File: config.mk
export PLATFORM = sky130hd
export DESIGN_NAME = alarm_sequencer
export DESIGN_NICKNAME = d
export VERILOG_FILES = /design/src/rtl/alarm_sequencer.sv
export SDC_FILE = /design/constraint.sdc
export NUM_CORES = 1
export LEC_CHECK = 0
export ABC_AREA = 0
export CORE_AREA = 3 3 58 73
export CTS_CLUSTER_SIZE = 16
export DETAILED_ROUTE_END_ITERATION = 8
export DIE_AREA = 0 0 61 76
export GPL_TIMING_DRIVEN = 0
export PLACE_DENSITY_LB_ADDON = 0.08
export SYNTH_ARGS = -nofsm -noshare
export SYNTH_HDL_FRONTEND = slang
export SYNTH_SLANG_ARGS = --single-unit
export TNS_END_PERCENT = 5
File: constraint.sdc
create_clock -name clk -period 2.1 [get_ports clk]
set_input_delay 0.42 -clock clk [delete_from_list [all_inputs] [get_ports clk]]
set_output_delay 0.42 -clock clk [all_outputs]
set_load 0.005 [all_outputs]
File: src/rtl/alarm_sequencer.sv
// Alarm setting registers and buzzer sequencer (OFF/ARMED/RINGING/SNOOZE).
// Rings on the rising edge of the comparator match level and handles snooze and auto-silence.
module alarm_sequencer #(
  parameter int unsigned RING_SECS  = 60,
  parameter int unsigned SNOOZE_MIN = 9,
  parameter int unsigned MAX_SNOOZE = 3
) (
  input  logic                            clk,
  input  logic                            rst_n,
  input  logic                            tick_sec,
  input  logic                            match,
  input  logic                            arm_toggle,
  input  logic                            adv_min,
  input  logic                            adv_hrs,
  input  logic                            snooze,
  input  logic                            stop,
  output logic [6:0]                      amin,
  output logic [6:0]                      ahrs,
  output logic                            alarmon,
  output logic                            buzz,
  output logic [1:0]                      state,
  output logic [$clog2(MAX_SNOOZE+1)-1:0] snooze_cnt
);

  localparam int unsigned SNZ_TICKS = SNOOZE_MIN * 60;
  localparam int unsigned TMAX      = (RING_SECS > SNZ_TICKS) ? RING_SECS : SNZ_TICKS;
  localparam int unsigned TW        = $clog2(TMAX + 1);
  localparam int unsigned CW        = $clog2(MAX_SNOOZE + 1);

  localparam logic [TW-1:0] T_RING = TW'(RING_SECS);
  localparam logic [TW-1:0] T_SNZ  = TW'(SNZ_TICKS);
  localparam logic [TW-1:0] T_ONE  = TW'(1);
  localparam logic [CW-1:0] C_MAX  = CW'(MAX_SNOOZE);
  localparam logic [CW-1:0] C_ONE  = CW'(1);

  typedef enum logic [1:0] {
    OFF     = 2'd0,
    ARMED   = 2'd1,
    RINGING = 2'd2,
    SNOOZE  = 2'd3
  } state_t;

  state_t          state_q, state_d;
  logic [TW-1:0]   timer_q, timer_d;
  logic [CW-1:0]   cnt_q, cnt_d;
  logic [6:0]      amin_q, amin_d;
  logic [6:0]      ahrs_q, ahrs_d;
  logic            match_q;
  logic            fire;

  assign fire = match & ~match_q;

  always_comb begin
    state_d = state_q;
    timer_d = timer_q;
    cnt_d   = cnt_q;
    amin_d  = amin_q;
    ahrs_d  = ahrs_q;

    if (state_q == OFF || state_q == ARMED) begin
      if (adv_min) amin_d = (amin_q == 7'd59) ? '0 : amin_q + 7'd1;
      if (adv_hrs) ahrs_d = (ahrs_q == 7'd23) ? '0 : ahrs_q + 7'd1;
    end

    unique case (state_q)
      OFF: begin
        if (arm_toggle) begin
          state_d = ARMED;
          timer_d = '0;
        end
      end
      ARMED: begin
        if (arm_toggle) begin
          state_d = OFF;
          timer_d = '0;
        end else if (fire) begin
          state_d = RINGING;
          timer_d = T_RING;
          cnt_d   = '0;
        end
      end
      RINGING: begin
        if (arm_toggle) begin
          state_d = OFF;
          timer_d = '0;
        end else if (stop) begin
          state_d = ARMED;
          timer_d = '0;
        end else if (snooze && cnt_q < C_MAX) begin
          state_d = SNOOZE;
          timer_d = T_SNZ;
          cnt_d   = cnt_q + C_ONE;
        end else if (tick_sec) begin
          // an exhausted snooze falls through here, so the ring timer keeps running
          if (timer_q == T_ONE) begin
            state_d = ARMED;
            timer_d = '0;
          end else begin
            timer_d = timer_q - T_ONE;
          end
        end
      end
      SNOOZE: begin
        if (arm_toggle) begin
          state_d = OFF;
          timer_d = '0;
        end else if (stop) begin
          state_d = ARMED;
          timer_d = '0;
        end else if (tick_sec) begin
          if (timer_q == T_ONE) begin
            state_d = RINGING;
            timer_d = T_RING;
          end else begin
            timer_d = timer_q - T_ONE;
          end
        end
      end
      default: state_d = OFF;
    endcase
  end

  always_ff @(posedge clk or negedge rst_n) begin
    if (!rst_n) begin
      state_q <= OFF;
      timer_q <= '0;
      cnt_q   <= '0;
      amin_q  <= '0;
      ahrs_q  <= '0;
      match_q <= 1'b0;
    end else begin
      state_q <= state_d;
      timer_q <= timer_d;
      cnt_q   <= cnt_d;
      amin_q  <= amin_d;
      ahrs_q  <= ahrs_d;
      match_q <= match;
    end
  end

  assign amin       = amin_q;
  assign ahrs       = ahrs_q;
  assign state      = state_q;
  assign alarmon    = (state_q != OFF);
  assign buzz       = (state_q == RINGING);
  assign snooze_cnt = cnt_q;

endmodule

Word level (Yosys, flattened, before mapping)
Index checks and enable logic that the tools add are counted.

Register bits: 29. Input bits: 9. Logic and storage cells: 74.

Add/subtract/negate cells: 4. Order comparisons: 1. Equal/unequal tests: 17. Mux-type cells: 34. Bitwise logic cells: 2. Reductions and logical operators: 10.

Operators by type and width (number): 10-bit 2-to-1 mux (12); 10-bit one-hot mux with 4 select lines (1); 2-bit 2-to-1 mux (17); 7-bit by 1-bit adder with 7-bit output (second input constant) (2); 7-bit 2-to-1 mux (2); 6-bit AND reduction (2); 10-bit by 1-bit equality test with 1-bit output (second input constant) (1); 2-bit != test (second input constant) (5); 10-bit by 1-bit subtractor with 10-bit output (second input constant) (1); 4-bit != test (second input constant) (2); 2-bit one-hot mux with 4 select lines (1); 7-bit by 5-bit equality test with 1-bit output (second input constant) (1); 7-bit by 6-bit equality test with 1-bit output (second input constant) (1); 5-bit by 3-bit != test with 1-bit output (second input constant) (1); 5-bit by 4-bit != test with 1-bit output (second input constant) (1); 2-bit equality test (second input constant) (2); 2-bit one-hot mux with 2 select lines (1); 2-bit AND reduction (2); 4-bit AND reduction (1); 2-bit nonzero test (2); 3-bit != test (second input constant) (1); 2-bit by 1-bit adder with 2-bit output (second input constant) (1); 2-bit by 1-bit equality test with 1-bit output (second input constant) (1); 2-bit zero test (1); other kinds (6) (6).

Depth between registers and ports, before layout
Depth in word-level cells: 7. Mapped depth: 7. Gate-level depth less buffers: 7.

Worst setup path after synthesis
No wires, ideal clock.

Kind: reg-to-reg. Start: reg cnt_q[0] (netlist: snooze_cnt[0]). End: reg timer_q[2]. Arrival time: 2.090 ns. Required time: 2.013 ns. Path slack: -0.077 ns. Stages on the path, launching flop included: 8. Buffers on the path: 1. Cells stage by stage: dfrtp_1 > ha_1 > or3b_1 > buf_2 > a32oi_4 > nand2_1 > or4b_1 > o211ai_1.

Cells in the longest elaborated chain, start to end: 6.

RTL lines: start, declared (RTL line 45) `logic [CW-1:0] cnt_q, cnt_d;`; start signal, assigned (RTL line 134) `cnt_q <= cnt_d;`; 2-bit < comparator (*) (RTL line 89) `end else if (snooze && cnt_q < C_MAX) begin`; 1-bit logical AND (*) (RTL line 89); 10-bit 2-to-1 mux (RTL line 89); 10-bit 2-to-1 mux (RTL line 86) `end else if (stop) begin`; 10-bit 2-to-1 mux (RTL line 83) `if (arm_toggle) begin`; 10-bit one-hot mux with 4 select lines (RTL line 65) `unique case (state_q)`; end signal, assigned (RTL line 133) `timer_q <= timer_d;`; end, declared (RTL line 44) `logic [TW-1:0] timer_q, timer_d;`.

Every way passes the cells marked *; elsewhere a longest branch is shown, timed or not. A chain may end at the register's enable or synchronous reset.

Worst setup path in the final report
Start: reg cnt_q[0] (netlist: snooze_cnt[0]). End: reg timer_q[3].

Same word-level chain as after synthesis.

==> results.md <==
Logic synthesis:
- Summed over its instances, the top area cell type makes up a little over two fifths of the synthesized netlist area.
- The average size of a mapped cell is roughly 9.6 µm².
- In the synthesized netlist the dominant register cell turns out to be sky130_fd_sc_hd__dfrtp_1.
- The number of nets in the synthesized netlist is 186.
- The count of cell types in the netlist is 48.
- After synthesis, the cell types taking the most area are sky130_fd_sc_hd__dfrtp_1, sky130_fd_sc_hd__o21ai_0, sky130_fd_sc_hd__nand2_1.
- The number of synthesized flops with an enable pin is 0.
- In this run, synthesis produced a sequential element count of 29.
- The mapped netlist covers 1660 µm².
- The total of warnings raised by yosys is 0.
- The cell count after synthesis is 172.
- The largest area contributor in the netlist is sky130_fd_sc_hd__dfrtp_1.
- Sequential cells were found to cover 43.8% of the synthesized design area.
- Of all flip-flops after synthesis, the portion carrying an async set or reset was 100%.

Routing:
- Summed over all layers, the routed wires come to 4020 µm.
- The wire length per cell after detailed routing is roughly 16 µm.
- The count of unresolved DRC violations after routing is 0.
- The count of antenna-violating nets left after detailed routing is 0.
- The total iterations of the first detailed-routing run is 4.
- The via-per-instance ratio is a little under 6.
- The total vias in the final route is 1506.
- The violation count after the first detailed-routing iteration is 83.

Clocking:
- The tree is rooted in a sky130_fd_sc_hd__clkbuf_8.
- Clock-pin slew was measured on the worst setup and hold paths at 0.06 ns.
- The number of buffers created by CTS is 5.
- TritonCTS built the clock tree.
- The clock insertion delay at the later pin of the skew report is 0.28 ns.
- The clock passes through at most 2 buffers.
- The tree built by TritonCTS fans out to 29 sinks.
- The H-tree depth is 2.

Cells and area:
- The final cell count without fillers is about 250.
- In the layout the commonest cells are sky130_fd_sc_hd__dfrtp_1, sky130_fd_sc_hd__clkdlybuf4s50_1, sky130_fd_sc_hd__nand2_1, sky130_fd_sc_hd__o21ai_0, sky130_fd_sc_hd__nor2_1.
- The filler cell count in the final layout is 318.
- The final-stage net count is 228.
- The multi-input combinational cells in the finished layout cover a total of 963 µm².
- Relative to the synthesized area, the layout overhead comes to 34.1%.
- Across the whole layout, storage elements account for 728 µm².
- The share of cells above drive strength 1 is ~21%.
- The repair_antennas step left the layout with diodes totalling 0.
- The library cell used most frequently in the layout, excluding fill and tap cells, is sky130_fd_sc_hd__dfrtp_1.

Hold path:
- In this run the worst hold path is classified as primary input to asynchronous set/reset pin.

Die:
- 29 I/O pins were placed.
- The starting utilization of the core area is 46.3%.
- The core area is 3570 µm².
- In this run the horizontal extent of the chip is 61 µm.
- Row generation in the floorplan step produced 24 rows.
- The floorplan die height is 76 µm.
- The full die area is 4640 µm².

Status:
- The run finished, with violations left.
- The final reports fail on setup timing.

Place:
- The half-perimeter wire length of the detailed placement result is 2770 µm.
- Including well taps, the total number of placed cells is 239.
- In this run the tool buffered the top-level ports with 28 buffer cells.
- The placer's final routability congestion estimate is 0.804.
- Timing analysis after detailed placement gives a worst setup slack of -0.487 ns.

Worst setup path:
- The capturing element of the worst setup path is timer_q[3]$_DFFE_PN0P_.
- The critical path is of the flip-flop to flip-flop type.
- The worst register-to-register path has a depth of 7.
- Across all register-to-register paths, the minimum setup slack is -0.07 ns.
- The required time at the worst-slack endpoint is 2.31 ns.
- Of all nets on the critical path, the largest fanout is 5.
- The end of the worst register-to-register path is timer_q[3]$_DFFE_PN0P_.
- The data arrival time at the worst-slack endpoint is 2.39 ns.
- The sort of element at the end of the critical path is a flip-flop.
- The launch point of the worst reg-to-reg path is snooze_cnt[0]$_DFFE_PN0P_.
- The sort of element at the start of the critical path is a flip-flop.
- The critical path starts at snooze_cnt[0]$_DFFE_PN0P_.

Timing:
- The number of hold-slack violations in the final timing report came to 0.
- The setup total negative slack is -0.371 ns.
- The transition time at the pin with the least slew margin is between 0.6 and 0.7 ns.
- The worst relative slew slack is 57.5%.
- Between clock sinks in the finished design, the worst skew comes to 0.00519 ns.
- The tightest hold margin is 0.162 ns.
- Setup violations remaining at the end of the flow were counted as 7.
- The highest achievable clock rate is approximately 460 MHz.
- In the post-route analysis, the smallest setup slack over all paths is -0.0715 ns.
- Setup repair after global routing could not meet its margin everywhere.
- The number of pins with negative max-slew slack in the final report came to 0.
- The share of the clock period used by the worst path is 103%.
- The time the worst path needs with I/O delays and setup is approximately 2.2 ns.

GRT:
- The remaining global-route overflow is 0.
- Across every metal layer, demand over resource in global routing totals 18.9%.
- The number of antenna violations at the first check in global routing is 0.
- The number of global-route vias before repair is 1493.
- The maximum number of pins on one net before global-route repair is 30.
- The wire length of the first global-routing pass is 6760 µm.

Flow run:
- The number of max-cap violations is 0.

Power:
- The cell area power density is 1280 nW/µm².
- The sum of internal, switching and leakage power is 2850 µW.
- The worst-case IR drop observed on VDD is roughly 0.55 mV.
- The leakage power total is 0.000935 µW.
-- layout make-up --
class,count,area share [%]
buffer,6,2.14
clock buffer,7,3.89
inverter,5,0.846
multi-input combinational,132,43.4
sequential,29,32.8
tap,39,2.20
timing repair buffer,35,14.7
-- worst min path at each step --
stage          cells past startpoint             endpoint                 from  slack [ns]
2_1_floorplan                      0  ahrs[0]$_DFFE_PN0P_                rst_n        0.12
3_3_place_gp                       1  amin[6]$_DFFE_PN0P_  amin[6]$_DFFE_PN0P_        0.49
3_5_place_dp                       1  amin[6]$_DFFE_PN0P_  amin[6]$_DFFE_PN0P_        0.49
4_1_cts                            1  ahrs[6]$_DFFE_PN0P_  ahrs[6]$_DFFE_PN0P_        0.50
5_1_grt                            1  ahrs[6]$_DFFE_PN0P_                rst_n        0.20
6_report                           1  amin[3]$_DFFE_PN0P_                rst_n        0.16
-- routing by layer --
layer	track usage (%)	vias up	routed length (µm)
li1	-	717	-
met1	22.3	748	1680
met2	31.3	35	2130
met3	4.58	6	150
met4	8.24	0	57
met5	0	-	0
-- per-stage QoR --
step                cell area [µm²]  utilization [%]
finish                         2220             62.1
floorplan                      1680                -
detailed placement             2010             56.1
global route                   2220             62.1
global placement               2010             56.1
CTS                            2110             59.0
-- cells by family (layout without fill, tap and decap cells) --
family	after synthesis	count (layout)	synth area share, %
compound gates	44	44	18.3
simple gates	72	72	25.1
mux	4	4	2.65
flops	29	29	43.8
fa+ha+maj	5	5	3.78
buf+inv	11	53	2.65
xor+xnor	7	7	3.70
-- cells in the mapped netlist, types with 2 or more instances --
cell,count
sky130_fd_sc_hd__nand4_1,3
sky130_fd_sc_hd__inv_1,5
sky130_fd_sc_hd__ha_1,5
sky130_fd_sc_hd__nor2_1,12
sky130_fd_sc_hd__a32o_1,2
sky130_fd_sc_hd__dfrtp_1,29
sky130_fd_sc_hd__xnor2_1,6
sky130_fd_sc_hd__o21ai_0,14
sky130_fd_sc_hd__o211ai_1,2
sky130_fd_sc_hd__a22o_1,4
sky130_fd_sc_hd__or3_1,2
sky130_fd_sc_hd__a31oi_1,2
sky130_fd_sc_hd__nand3_1,4
sky130_fd_sc_hd__clkbuf_1,4
sky130_fd_sc_hd__nor3b_1,3
sky130_fd_sc_hd__mux2_2,3
sky130_fd_sc_hd__or3b_2,2
sky130_fd_sc_hd__a21o_1,2
sky130_fd_sc_hd__nor3_1,4
sky130_fd_sc_hd__a21oi_1,6
sky130_fd_sc_hd__o31ai_1,2
sky130_fd_sc_hd__o21ai_1,4
sky130_fd_sc_hd__nor4_1,3
sky130_fd_sc_hd__buf_2,2
sky130_fd_sc_hd__nor2b_1,4
sky130_fd_sc_hd__and3_1,3
sky130_fd_sc_hd__or4_1,3
sky130_fd_sc_hd__nand2_1,17
-- flip-flops by register name, summed over array words and instances, names as in the netlist --
register	flops
ahrs	7
amin	7
match_q	1
snooze_cnt	2
state	2
timer_q	10
-- repair_timing --
| action | 4_1_cts | 5_1_grt |
|---|---|---|
| gates resized for setup | 4 | 21 |
| hold buffers | 0 | 0 |
| setup buffers | 1 | 6 |
| pin swaps | 1 | 6 |
| endpoints found under the setup margin | 9 | 13 |
-- critical path, stage by stage, from the launching register on --
cell and delay, ns:
sky130_fd_sc_hd__dfrtp_1 0.41, sky130_fd_sc_hd__ha_2 0.20, sky130_fd_sc_hd__or3b_1 0.36, sky130_fd_sc_hd__buf_6 0.14
sky130_fd_sc_hd__a32o_2 0.29, sky130_fd_sc_hd__buf_8 0.13, sky130_fd_sc_hd__or4_4 0.50, sky130_fd_sc_hd__nand3_2 0.07
-- power breakdown --
part | switching, µW | internal, µW
Combinational | 620 | 763
Sequential | 258 | 750
Clock | 201 | 259
Total | 1080 | 1770
Note: power is estimated with default switching activity, not from simulation.
